===== src/rtl/lsu_mc.sv =====
// lsu_mc: single-outstanding load/store unit between the decoder and a simple memory bus.
// Aligns and lane-shifts stores, extends loads, and abandons a request that never gets a response.
//
// state | meaning
// IDLE  | ready for a request; illegal requests are rejected with a misalign pulse
// REQ   | memory request presented, held stable until mem_req_ready_i
// WAIT  | request taken by memory, waiting for response or timeout
// WB    | extended load data on the writeback port for one cycle
module lsu_mc #(
  parameter int ADDR_WIDTH   = 32,
  parameter int DATA_WIDTH   = 64,
  parameter int ADROFF_WIDTH = 12,
  parameter int RD_WIDTH     = 5,
  parameter int TIMEOUT_CYC  = 255
) (
  input  logic                      clk,
  input  logic                      rst,
  input  logic                      req_valid_i,
  output logic                      req_ready_o,
  input  logic                      req_ls_i,
  input  logic [1:0]                req_wdth_i,
  input  logic                      req_unsigned_i,
  input  logic [ADDR_WIDTH-1:0]     req_addr_base_i,
  input  logic [ADROFF_WIDTH-1:0]   req_addr_off_i,
  input  logic [DATA_WIDTH-1:0]     req_st_dat_i,
  input  logic [RD_WIDTH-1:0]       req_rd_i,
  output logic                      mem_req_valid_o,
  input  logic                      mem_req_ready_i,
  output logic                      mem_we_o,
  output logic [ADDR_WIDTH-1:0]     mem_addr_o,
  output logic [DATA_WIDTH-1:0]     mem_wdata_o,
  output logic [DATA_WIDTH/8-1:0]   mem_wstrb_o,
  input  logic                      mem_rsp_valid_i,
  input  logic [DATA_WIDTH-1:0]     mem_rdata_i,
  output logic                      wb_en_o,
  output logic [RD_WIDTH-1:0]       wb_rd_o,
  output logic [DATA_WIDTH-1:0]     wb_dat_o,
  output logic                      misalign_err_o,
  output logic                      bus_err_o,
  output logic                      busy_o
);
  localparam int STRB_W = DATA_WIDTH / 8;
  localparam int LO_W   = $clog2(STRB_W);
  localparam logic [7:0] WAIT_LAST = 8'(TIMEOUT_CYC - 1);

  typedef enum logic [1:0] {IDLE, REQ, WAIT, WB} state_t;

  state_t                state;
  logic [7:0]            wait_cnt;
  logic                  ls_q;
  logic                  unsigned_q;
  logic [1:0]            wdth_q;
  logic [LO_W-1:0]       lo_q;
  logic [RD_WIDTH-1:0]   rd_q;

  logic [ADDR_WIDTH-1:0] eff_addr;
  logic [LO_W-1:0]       acc_lo;
  logic                  accept;
  logic                  illegal;
  logic [STRB_W-1:0]     strb_base;
  logic [DATA_WIDTH-1:0] ld_shift;
  logic [DATA_WIDTH-1:0] ld_ext;
  logic                  ld_sign;

  assign eff_addr = req_addr_base_i
                  + {{(ADDR_WIDTH-ADROFF_WIDTH){req_addr_off_i[ADROFF_WIDTH-1]}}, req_addr_off_i};
  assign acc_lo   = eff_addr[LO_W-1:0];
  assign accept   = req_valid_i && req_ready_o;

  // Any set address bit below the access size makes it misaligned.
  always_comb begin
    illegal = (req_wdth_i == 2'd3) && (DATA_WIDTH == 32);
    for (int i = 0; i < LO_W; i++)
      if (i < int'(req_wdth_i) && acc_lo[i]) illegal = 1'b1;
  end

  always_comb begin
    strb_base = '0;
    for (int i = 0; i < STRB_W; i++)
      if (i < (1 << req_wdth_i)) strb_base[i] = 1'b1;
  end

  always_comb begin
    ld_shift = mem_rdata_i >> {lo_q, 3'b000};
    case (wdth_q)
      2'd0:    ld_sign = ld_shift[7];
      2'd1:    ld_sign = ld_shift[15];
      2'd2:    ld_sign = ld_shift[31];
      default: ld_sign = ld_shift[DATA_WIDTH-1];
    endcase
    ld_sign = ld_sign & ~unsigned_q;
    ld_ext  = ld_shift;
    for (int i = 0; i < DATA_WIDTH; i++)
      if (i >= (8 << wdth_q)) ld_ext[i] = ld_sign;
  end

  always_ff @(posedge clk or posedge rst) begin
    if (rst) begin
      state           <= IDLE;
      wait_cnt        <= '0;
      ls_q            <= 1'b0;
      unsigned_q      <= 1'b0;
      wdth_q          <= '0;
      lo_q            <= '0;
      rd_q            <= '0;
      req_ready_o     <= 1'b1;
      busy_o          <= 1'b0;
      mem_req_valid_o <= 1'b0;
      mem_we_o        <= 1'b0;
      mem_addr_o      <= '0;
      mem_wdata_o     <= '0;
      mem_wstrb_o     <= '0;
      wb_en_o         <= 1'b0;
      wb_rd_o         <= '0;
      wb_dat_o        <= '0;
      misalign_err_o  <= 1'b0;
      bus_err_o       <= 1'b0;
    end else begin
      misalign_err_o <= 1'b0;
      bus_err_o      <= 1'b0;
      wb_en_o        <= 1'b0;
      case (state)
        IDLE: begin
          if (accept) begin
            if (illegal) begin
              misalign_err_o <= 1'b1;
            end else begin
              state           <= REQ;
              req_ready_o     <= 1'b0;
              busy_o          <= 1'b1;
              ls_q            <= req_ls_i;
              unsigned_q      <= req_unsigned_i;
              wdth_q          <= req_wdth_i;
              lo_q            <= acc_lo;
              rd_q            <= req_rd_i;
              mem_req_valid_o <= 1'b1;
              mem_we_o        <= ~req_ls_i;
              mem_addr_o      <= {eff_addr[ADDR_WIDTH-1:LO_W], {LO_W{1'b0}}};
              mem_wdata_o     <= req_ls_i ? '0 : (req_st_dat_i << {acc_lo, 3'b000});
              mem_wstrb_o     <= req_ls_i ? '0 : (strb_base << acc_lo);
            end
          end
        end
        REQ: begin
          if (mem_req_ready_i) begin
            state           <= WAIT;
            mem_req_valid_o <= 1'b0;
            wait_cnt        <= '0;
          end
        end
        WAIT: begin
          if (mem_rsp_valid_i) begin
            if (ls_q) begin
              state    <= WB;
              wb_en_o  <= (rd_q != '0);
              wb_rd_o  <= rd_q;
              wb_dat_o <= ld_ext;
            end else begin
              state       <= IDLE;
              req_ready_o <= 1'b1;
              busy_o      <= 1'b0;
            end
          end else if (wait_cnt == WAIT_LAST) begin
            state       <= IDLE;
            req_ready_o <= 1'b1;
            busy_o      <= 1'b0;
            bus_err_o   <= 1'b1;
          end else begin
            wait_cnt <= wait_cnt + 8'd1;
          end
        end
        WB: begin
          state       <= IDLE;
          req_ready_o <= 1'b1;
          busy_o      <= 1'b0;
        end
      endcase
    end
  end
endmodule


===== config.mk =====
export PLATFORM = sky130hd
export DESIGN_NAME = lsu_mc
export DESIGN_NICKNAME = d
export VERILOG_FILES = /design/src/rtl/lsu_mc.sv
export SDC_FILE = /design/constraint.sdc
export NUM_CORES = 1
export LEC_CHECK = 0
export ABC_CLOCK_PERIOD_IN_PS = 6200
export CAP_MARGIN = 20
export CORE_ASPECT_RATIO = 1.1
export CORE_MARGIN = 8
export CORE_UTILIZATION = 50
export DETAILED_ROUTE_END_ITERATION = 12
export DONT_BUFFER_PORTS = 1
export HOLD_SLACK_MARGIN = 0.03
export PLACE_DENSITY = 0.76
export SKIP_LAST_GASP = 1
export SLEW_MARGIN = 15
export SYNTH_ARGS = -nofsm -noshare
export SYNTH_HDL_FRONTEND = slang
export SYNTH_SLANG_ARGS = --single-unit

===== constraint.sdc =====
create_clock -name clk -period 6.2 [get_ports clk]
set_input_delay 0.62 -clock clk [delete_from_list [all_inputs] [get_ports clk]]
set_output_delay 0.62 -clock clk [all_outputs]
set_load 0.01 [all_outputs]

# == Yosys cells after proc, flatten, opt, wreduce, memory -nomap -nowiden ==
# Cells that the tools add are included.
# op_classes
n_bitwise,4
muxes,112
n_addsub,2
shifts,5
n_eq_ne,13
magnitude_cmp,75
n_reduce_logical,16
# ops
cell,n
">= comparator 7 x 32 -> 1 bit, first input constant",32
">= comparator 6 x 32 -> 1 bit, first input constant",16
">= comparator 5 x 32 -> 1 bit, first input constant",8
">= comparator 4 x 32 -> 1 bit, first input constant",4
"less-than comparator 4 x 32 -> 1 bit, first input constant",4
2-to-1 mux 1 bit,95
">= comparator 3 x 32 -> 1 bit, first input constant",2
"less-than comparator 3 x 32 -> 1 bit, first input constant",2
2-to-1 mux 64 bit,1
<< shifter 64 x 6 -> 64 bit,1
>> shifter 64 x 6 -> 64 bit,1
adder 32 bit,1
">= comparator 1 x 32 -> 1 bit, first input constant",1
">= comparator 2 x 32 -> 1 bit, first input constant",1
"less-than comparator 1 x 32 -> 1 bit, first input constant",1
"less-than comparator 2 x 32 -> 1 bit, first input constant",1
2-to-1 mux 8 bit,4
"<< shifter 1 x 2 -> 32 bit, first input constant",1
"<< shifter 4 x 2 -> 32 bit, first input constant",1
one-hot mux 8 bit (2 select lines),1
2-to-1 mux 2 bit,6
AND reduction 4 bit,3
"inequality test 2 bit, second input constant",5
one-hot mux 1 bit (3 select lines),3
other kinds (19),32
# totals
out_inout_bits,180
word_cells,246
input_bits,186
regBits,199

# == Longest topological paths before layout ==
# Gate-level depths: netlist (run 1).
# depth
ltp_word,8
ltp_mapped,12

# == Worst setup path before layout (run 1) ==
# Ideal clock, no wire load.
# synth_timing
kind,input -> register
start,in req_addr_base_i[0]
end,reg mem_addr_o[31]
t_required_ps,6072
path_slack_ps,3016
setup_ps,128
arrival_ps,3056
n_path_buf,1
stages,10
path_cell_list,ha_1 > fa_1 > xor2_2 > a21oi_1 > o21ai_1 > or4_1 > buf_4 > or3_1 > a211oi_1 > a211oi_1
# synth_between
elab_chain_cells,7
elab_cells_between_ends,9
# synth_lines
item,line,text
from (decl),23,"input logic [ADDR_WIDTH-1:0] req_addr_base_i,"
adder 32 bit *,66,"+ {{(ADDR_WIDTH-ADROFF_WIDTH){req_addr_off_i[ADROFF_WIDTH-1]}}, req_addr_off_i};"
logical AND 1 bit,74,if (i < int'(req_wdth_i) && acc_lo[i]) illegal = 1'b1;
2-to-1 mux 1 bit (3 in a row),74,
NOT 1 bit (no source line),--,
AND reduction 3 bit (no source line),--,
to (signal assigned),138,"mem_addr_o <= {eff_addr[ADDR_WIDTH-1:LO_W], {LO_W{1'b0}}};"
to (decl),30,"output logic [ADDR_WIDTH-1:0] mem_addr_o,"
# Mark *: on every way between the ends. The rest lies on a longest branch, timed or not.
# A chain may end at the register's enable or synchronous reset.

# == Final worst setup path (run 1) ==
# Same ends and word-level chain as after synthesis.

==> results of run 1 <==
cell type report:
type                            instances  area, um2
Fill cell                            2208      11300
Multi-Input combinational cell       1058       7010
Sequential cell                       199       4980
Clock buffer                           17        425
Tap cell                              310        388
Clock inverter                         15        208
Timing Repair Buffer                   14        105
Inverter                               17       71.3
Antenna cell                            1       2.50
logic make-up (layout without fill, tap and decap cells):
kind of cell	Yosys count	in the layout	synth area share [%]
compound gates	444	444	22.3
buf+inv	122	63	4.08
simple gates	434	434	15.8
flops	199	199	40.0
mux	113	113	12.1
xor+xnor	30	30	2.17
other cells	1	4	0.0301
fa+ha+maj	34	34	3.48
worst max-delay path, stage by stage:
cell and delay, ns:
ha_4 0.14, fa_4 0.50, xor2_4 0.21, buf_4 0.28, a21oi_1 0.22, o21ai_1 0.12, or4_4 0.81, buf_4 0.40
or3_1 0.39, a211oi_1 0.19, a211oi_1 0.08
flip-flops by register name, indices dropped and copies added, names as in the netlist, 2 cells and up:
signal / flops
wb_dat_o: 64
wdth_q: 2
mem_wstrb_o: 8
mem_wdata_o: 64
state: 2
wb_rd_o: 5
mem_addr_o: 29
wait_cnt: 8
lo_q: 3
rd_q: 5
path summary, 6_finish.rpt:
path,endpoint,slack (ns),cells after the start
setup / recovery,mem_addr_o[31],2.51,11
hold / removal,wb_dat_o[13],0.23,1
setup reg to reg,wb_dat_o[15],2.66,7
hold reg to reg,wb_rd_o[4],0.52,2
max in group asynchronous,wb_rd_o[4],4.45,2
min in group clk,bus_err_o,0.27,1
synthesized netlist by cell type, drive strengths merged (14+ instances only):
master and n:
nand2 206, dfrtp 198, o21ai 128, nor2 104, a21oi 98, clkbuf 68
a211oi 61, a31oi 59, mux2i 58, nor2b 46, buf 37, ha 33
mux2 28, o31ai 28, mux4 27, a21o 23, xor2 18, inv 17
nand3 17, nand2b 14
power groups by stage:
stage | combinational (mW) | clock, mW | sequential [mW]
2_1_floorplan | 0.415 | 0 | 1.32
5_1_grt | 0.575 | 1.26 | 1.30
4_1_cts | 0.522 | 1.21 | 1.30
6_report | 0.526 | 1.18 | 1.30
3_3_place_gp | 0.510 | 0 | 1.32
3_5_place_dp | 0.519 | 0 | 1.32
metal layers:
layer  wire length, um  track usage (%)  share of wire (%)
met1             14300             28.8                 35
met2             19400             43.2                 48
met3              5140             11.2                 13
met4              1600             11.9                3.9
met5                18                0              0.044
==> flow_summary.json, run 1 <==
{
  "detail-route-antenna-nets": 0,
  "grt_max_degree": 131,
  "worstMarginPinSlew_ns": 1.01,
  "post-cts-setup-buffer-count": 0,
  "tns_ns": 0,
  "wl_um": 40500,
  "cp_max_fo": 67,
  "internal_power_mw": 2.13,
  "fin_cells": 1631,
  "cap_violations": 0,
  "io_buffers": 0,
  "final_max_slew_viol_count": 0,
  "cts-root-buf": "clkbuf_16",
  "cts_buffers": 17,
  "combinationalPowerShare_pct": 17.5,
  "grt_pass1_wl_um": 61600,
  "cts_hold_buf": 0,
  "outcome": "finished clean",
  "startpoint_type": "input port",
  "final_cell_mix": "205 x nand2_1, 196 x dfrtp_1, 123 x o21ai_0",
  "first_pass_iters": 6,
  "numClockSinks": 199,
  "async_reset_ff_share_pct": 100,
  "hold_class": "in2async",
  "setup_viol": 0,
  "p_leak_nw": 5.75,
  "startpoint": "req_addr_base_i[0]",
  "arrival_ns": 4.01,
  "hpwlAfterDp_um": 30700,
  "cellPowerDensity_mw_per_mm2": 228,
  "viasPerCell": 6.44,
  "synthCells": 1377,
  "cts_tree": "yes",
  "seq_area_frac_synth_pct": 40.0,
  "p_switching_mw": 0.872,
  "fin_nets": 1527,
  "synth_area_per_cell_um2": 9.03,
  "cts_resized": 0,
  "crit_type": "in2reg",
  "seqPwrFrac_pct": 43.2,
  "grt_overflow_total": 0,
  "synthTopCellsByArea": "dfrtp_1 40%, nand2_1 6.2%, o21ai_0 4.9%",
  "die_h_um": 181,
  "num_rows": 60,
  "cts.path.max_buffers": 2,
  "required_ns": 6.52,
  "fin_crit_ns": 3.69,
  "p_sw_share_pct": 29.0,
  "hold_viol_final": 0,
  "skew_ns": 0.0195,
  "grtUsageTotal_pct": 26.1,
  "rsz0062_at_grt": "false",
  "dp_slack_ns": 2.05,
  "clk_transition_reported_paths_ns": 0.09,
  "hold_ws_ns": 0.229,
  "setup_slack_ns": 2.51,
  "finalPower_mw": 3.00,
  "dp_cells": 1598,
  "syn2layout_area_growth_pct": 6.04,
  "die_area_mm2": 0.0302,
  "grt_pass1_vias": 10300,
  "ys_types": 63,
  "yosysWarnings": 0,
  "netlist_area_mm2": 0.0124,
  "start_util_pct": 50.8,
  "drive_above_1_share_pct": 9.55,
  "clk_latency_ns": 0.43,
  "relSlewSlack_pct": 32.4,
  "post_drt_wl_per_cell_um": 24.9,
  "num_vias": 10500,
  "ys_ff_latch": 199,
  "post-route-period-util_pct": 59.5,
  "ys.flop_type": "dfrtp_1",
  "end_kind": "flop",
  "final_area_mm2": 0.0132,
  "drc": 0,
  "peakVddDrop_mv": 0.155,
  "synth-edff-count": 0,
  "synth_top_area_share_pct": 39.8,
  "finish.utilization_pct": 53.9,
  "synth_top_area_cell": "dfrtp_1",
  "fmax_mhz": 271,
  "place_congestion": 0.946,
  "drtIter0Drc": 1006,
  "chipWidth_um": 166,
  "r2r_start": "lo_q[1]",
  "power_frac_clock_pct": 39.3,
  "ioPinCount": 366,
  "place_area_mm2": 0.0126,
  "core_mm2": 0.0245,
  "antenna_found_initial": 2,
  "mostFrequentLayoutCell": "nand2_1",
  "htreeDepth": 4
}
(Power assumes the default switching activity.)
==> run 2, diff against run 1 <==
--- a/config.mk
+++ b/config.mk
@@ -5,7 +5,7 @@
 export SDC_FILE = /design/constraint.sdc
 export NUM_CORES = 1
 export LEC_CHECK = 0
-export ABC_CLOCK_PERIOD_IN_PS = 6200
+export ABC_CLOCK_PERIOD_IN_PS = 3200
 export CAP_MARGIN = 20
 export CORE_ASPECT_RATIO = 1.1
 export CORE_MARGIN = 8
==> constraint.sdc (replaced) <==
create_clock -name clk -period 3.2 [get_ports clk]
set_input_delay 0.32 -clock clk [delete_from_list [all_inputs] [get_ports clk]]
set_output_delay 0.32 -clock clk [all_outputs]
set_load 0.01 [all_outputs]
==> flow_summary.json, run 2 (synthesis results as in run 1) <==
{
  "wl_met2_um": 20400,
  "fin_crit_ns": 2.73,
  "grt_max_degree": 92,
  "top_regs": "mem_wdata_o: 64 flops, wb_dat_o: 64 flops, mem_addr_o: 29 flops",
  "fin_nets": 1568,
  "grt_pass1_wl_um": 63900,
  "post-cts-setup-buffer-count": 0,
  "ioPinCount": 366,
  "post-route-period-util_pct": 85.2,
  "setup_viol": 0,
  "io_buffers": 0,
  "first_pass_iters": 5,
  "wl_met3_um": 5070,
  "crit_path_cell_trace": "ha_4 -> fa_4 -> xor2_4 -> a21oi_1 -> o21ai_1 -> or4_4 -> or3_4 -> nor3_4 -> a22o_1",
  "worstMarginPinSlew_ns": 1.16,
  "drive_above_1_share_pct": 10.4,
  "hold_viol_final": 0,
  "cts_resized": 0,
  "fmax_mhz": 367,
  "mostFrequentLayoutCell": "nand2_1",
  "p_leak_nw": 5.94,
  "arrival_ns": 3.11,
  "cts-root-buf": "clkbuf_16",
  "htreeDepth": 4,
  "relSlewSlack_pct": 22.6,
  "grt_overflow_total": 0,
  "startpoint_type": "input port",
  "n_antenna_cell": 0,
  "cap_violations": 0,
  "wl_um": 41700,
  "required_ns": 3.58,
  "cts_tree": "yes",
  "die_h_um": 181,
  "tns_ns": 0,
  "grt_pass1_vias": 10600,
  "rsz0062_at_grt": "false",
  "clk_transition_reported_paths_ns": 0.09,
  "crit_type": "in2reg",
  "viasPerCell": 6.42,
  "finish.utilization_pct": 55.5,
  "chipWidth_um": 166,
  "start_util_pct": 50.8,
  "cellPowerDensity_mw_per_mm2": 425,
  "cp_slowest_cell": "or4_4",
  "cp_max_fo": 14,
  "final_max_slew_viol_count": 0,
  "drtIter0Drc": 1034,
  "hold_class": "in2reg",
  "skew_ns": 0.0119,
  "cts_hold_buf": 25,
  "cts_buffers": 17,
  "final_cell_mix": "205 x nand2_1, 196 x dfrtp_1, 123 x o21ai_0",
  "core_mm2": 0.0245,
  "cts.path.max_buffers": 2,
  "clk_latency_ns": 0.43,
  "num_rows": 60,
  "num_vias": 10700,
  "end_kind": "flop",
  "max_stage_delay_ns": 0.60,
  "antenna_found_initial": 0,
  "post_drt_wl_per_cell_um": 25.0,
  "wl_met1_um": 14800,
  "detail-route-antenna-nets": 0,
  "numClockSinks": 199,
  "grtUsageTotal_pct": 27.0,
  "outcome": "finished clean",
  "syn2layout_area_growth_pct": 9.15,
  "drc": 0,
  "highest_layer": "met4",
  "hpwlAfterDp_um": 31800,
  "peakVddDrop_mv": 0.281,
  "die_area_mm2": 0.0302,
  "place_congestion": 0.968
}
-- run 2: cell count changes in the layout (fill, tap and decap cells not counted) --
cell | previous run | this run
bufinv_16 | 2 | 0
clkinv_8 | 4 | 5
inv_12 | 0 | 1
dlygate4sd3_1 | 0 | 25
buf_12 | 0 | 4
diode_2 | 1 | 0
inv_8 | 3 | 2
clkinv_4 | 3 | 4
buf_4 | 14 | 26
-- run 2: worst paths after layout --
check | from | to | slack (ns) | cells after the start
setup / recovery | req_addr_base_i[0] | mem_wdata_o[5] | 0.47 | 9
hold / removal | req_rd_i[0] | rd_q[0] | 0.05 | 1
setup reg to reg | lo_q[0] | wb_dat_o[25] | 0.56 | 10
hold reg to reg | rd_q[1] | wb_rd_o[1] | 0.51 | 2
max in group asynchronous | rst | lo_q[0] | 1.93 | 3
min in group asynchronous | rst | rd_q[4] | 0.32 | 2
-- run 2: power breakdown --
group / internal (mW) / total [mW] / switching [mW]
registers: 2.51 / 2.51 / 0
clock network: 1.06 / 2.18 / 1.12
logic: 0.449 / 1.08 / 0.634
-- run 2: final cells by class --
cell class                      count  area [um2]
Tap cell                          310         388
Clock buffer                       17         425
Clock inverter                     15         181
Multi-Input combinational cell   1058        7010
Timing Repair Buffer               55         526
Fill cell                        2186       10900
Inverter                           17        67.6
Sequential cell                   199        4980
-- run 2: layer usage --
layer	global-route usage, %	vias to the layer above
met5	0	-
met2	46.5	530
met3	12.4	92
li1	-	4932
met4	10.2	0
met1	28.6	5176
-- run 2: critical path: cells and delay by family --
family          cells  cell delay [ns]
simple gates        3             1.40
fa+ha+maj           2             0.64
compound gates      3             0.52
xor+xnor            1             0.21
-- run 2: per-stage QoR --
step	total power [mW]	area, um2	hold slack [ns]	setup slack, ns	cells
6_report	5.77	13600	0.0491	0.473	1671
5_1_grt	6.01	13600	0.0324	0.365	1671
4_1_cts	5.81	13600	0.0336	0.497	1671
3_5_place_dp	3.60	12700	0.163	0.0359	1614
3_3_place_gp	3.58	12700	0.162	0.119	1614
2_1_floorplan	3.37	12400	0.390	0.306	1379
==> run 3, diff against run 2 <==
--- a/config.mk
+++ b/config.mk
@@ -6,7 +6,6 @@
 export NUM_CORES = 1
 export LEC_CHECK = 0
 export ABC_CLOCK_PERIOD_IN_PS = 3200
-export CAP_MARGIN = 20
 export CORE_ASPECT_RATIO = 1.1
 export CORE_MARGIN = 8
 export CORE_UTILIZATION = 50
@@ -19,3 +18,4 @@
 export SYNTH_ARGS = -nofsm -noshare
 export SYNTH_HDL_FRONTEND = slang
 export SYNTH_SLANG_ARGS = --single-unit
+export TNS_END_PERCENT = 20
==> results of run 3 <==
Final layout, timing and power as in run 2 (identical DEF).
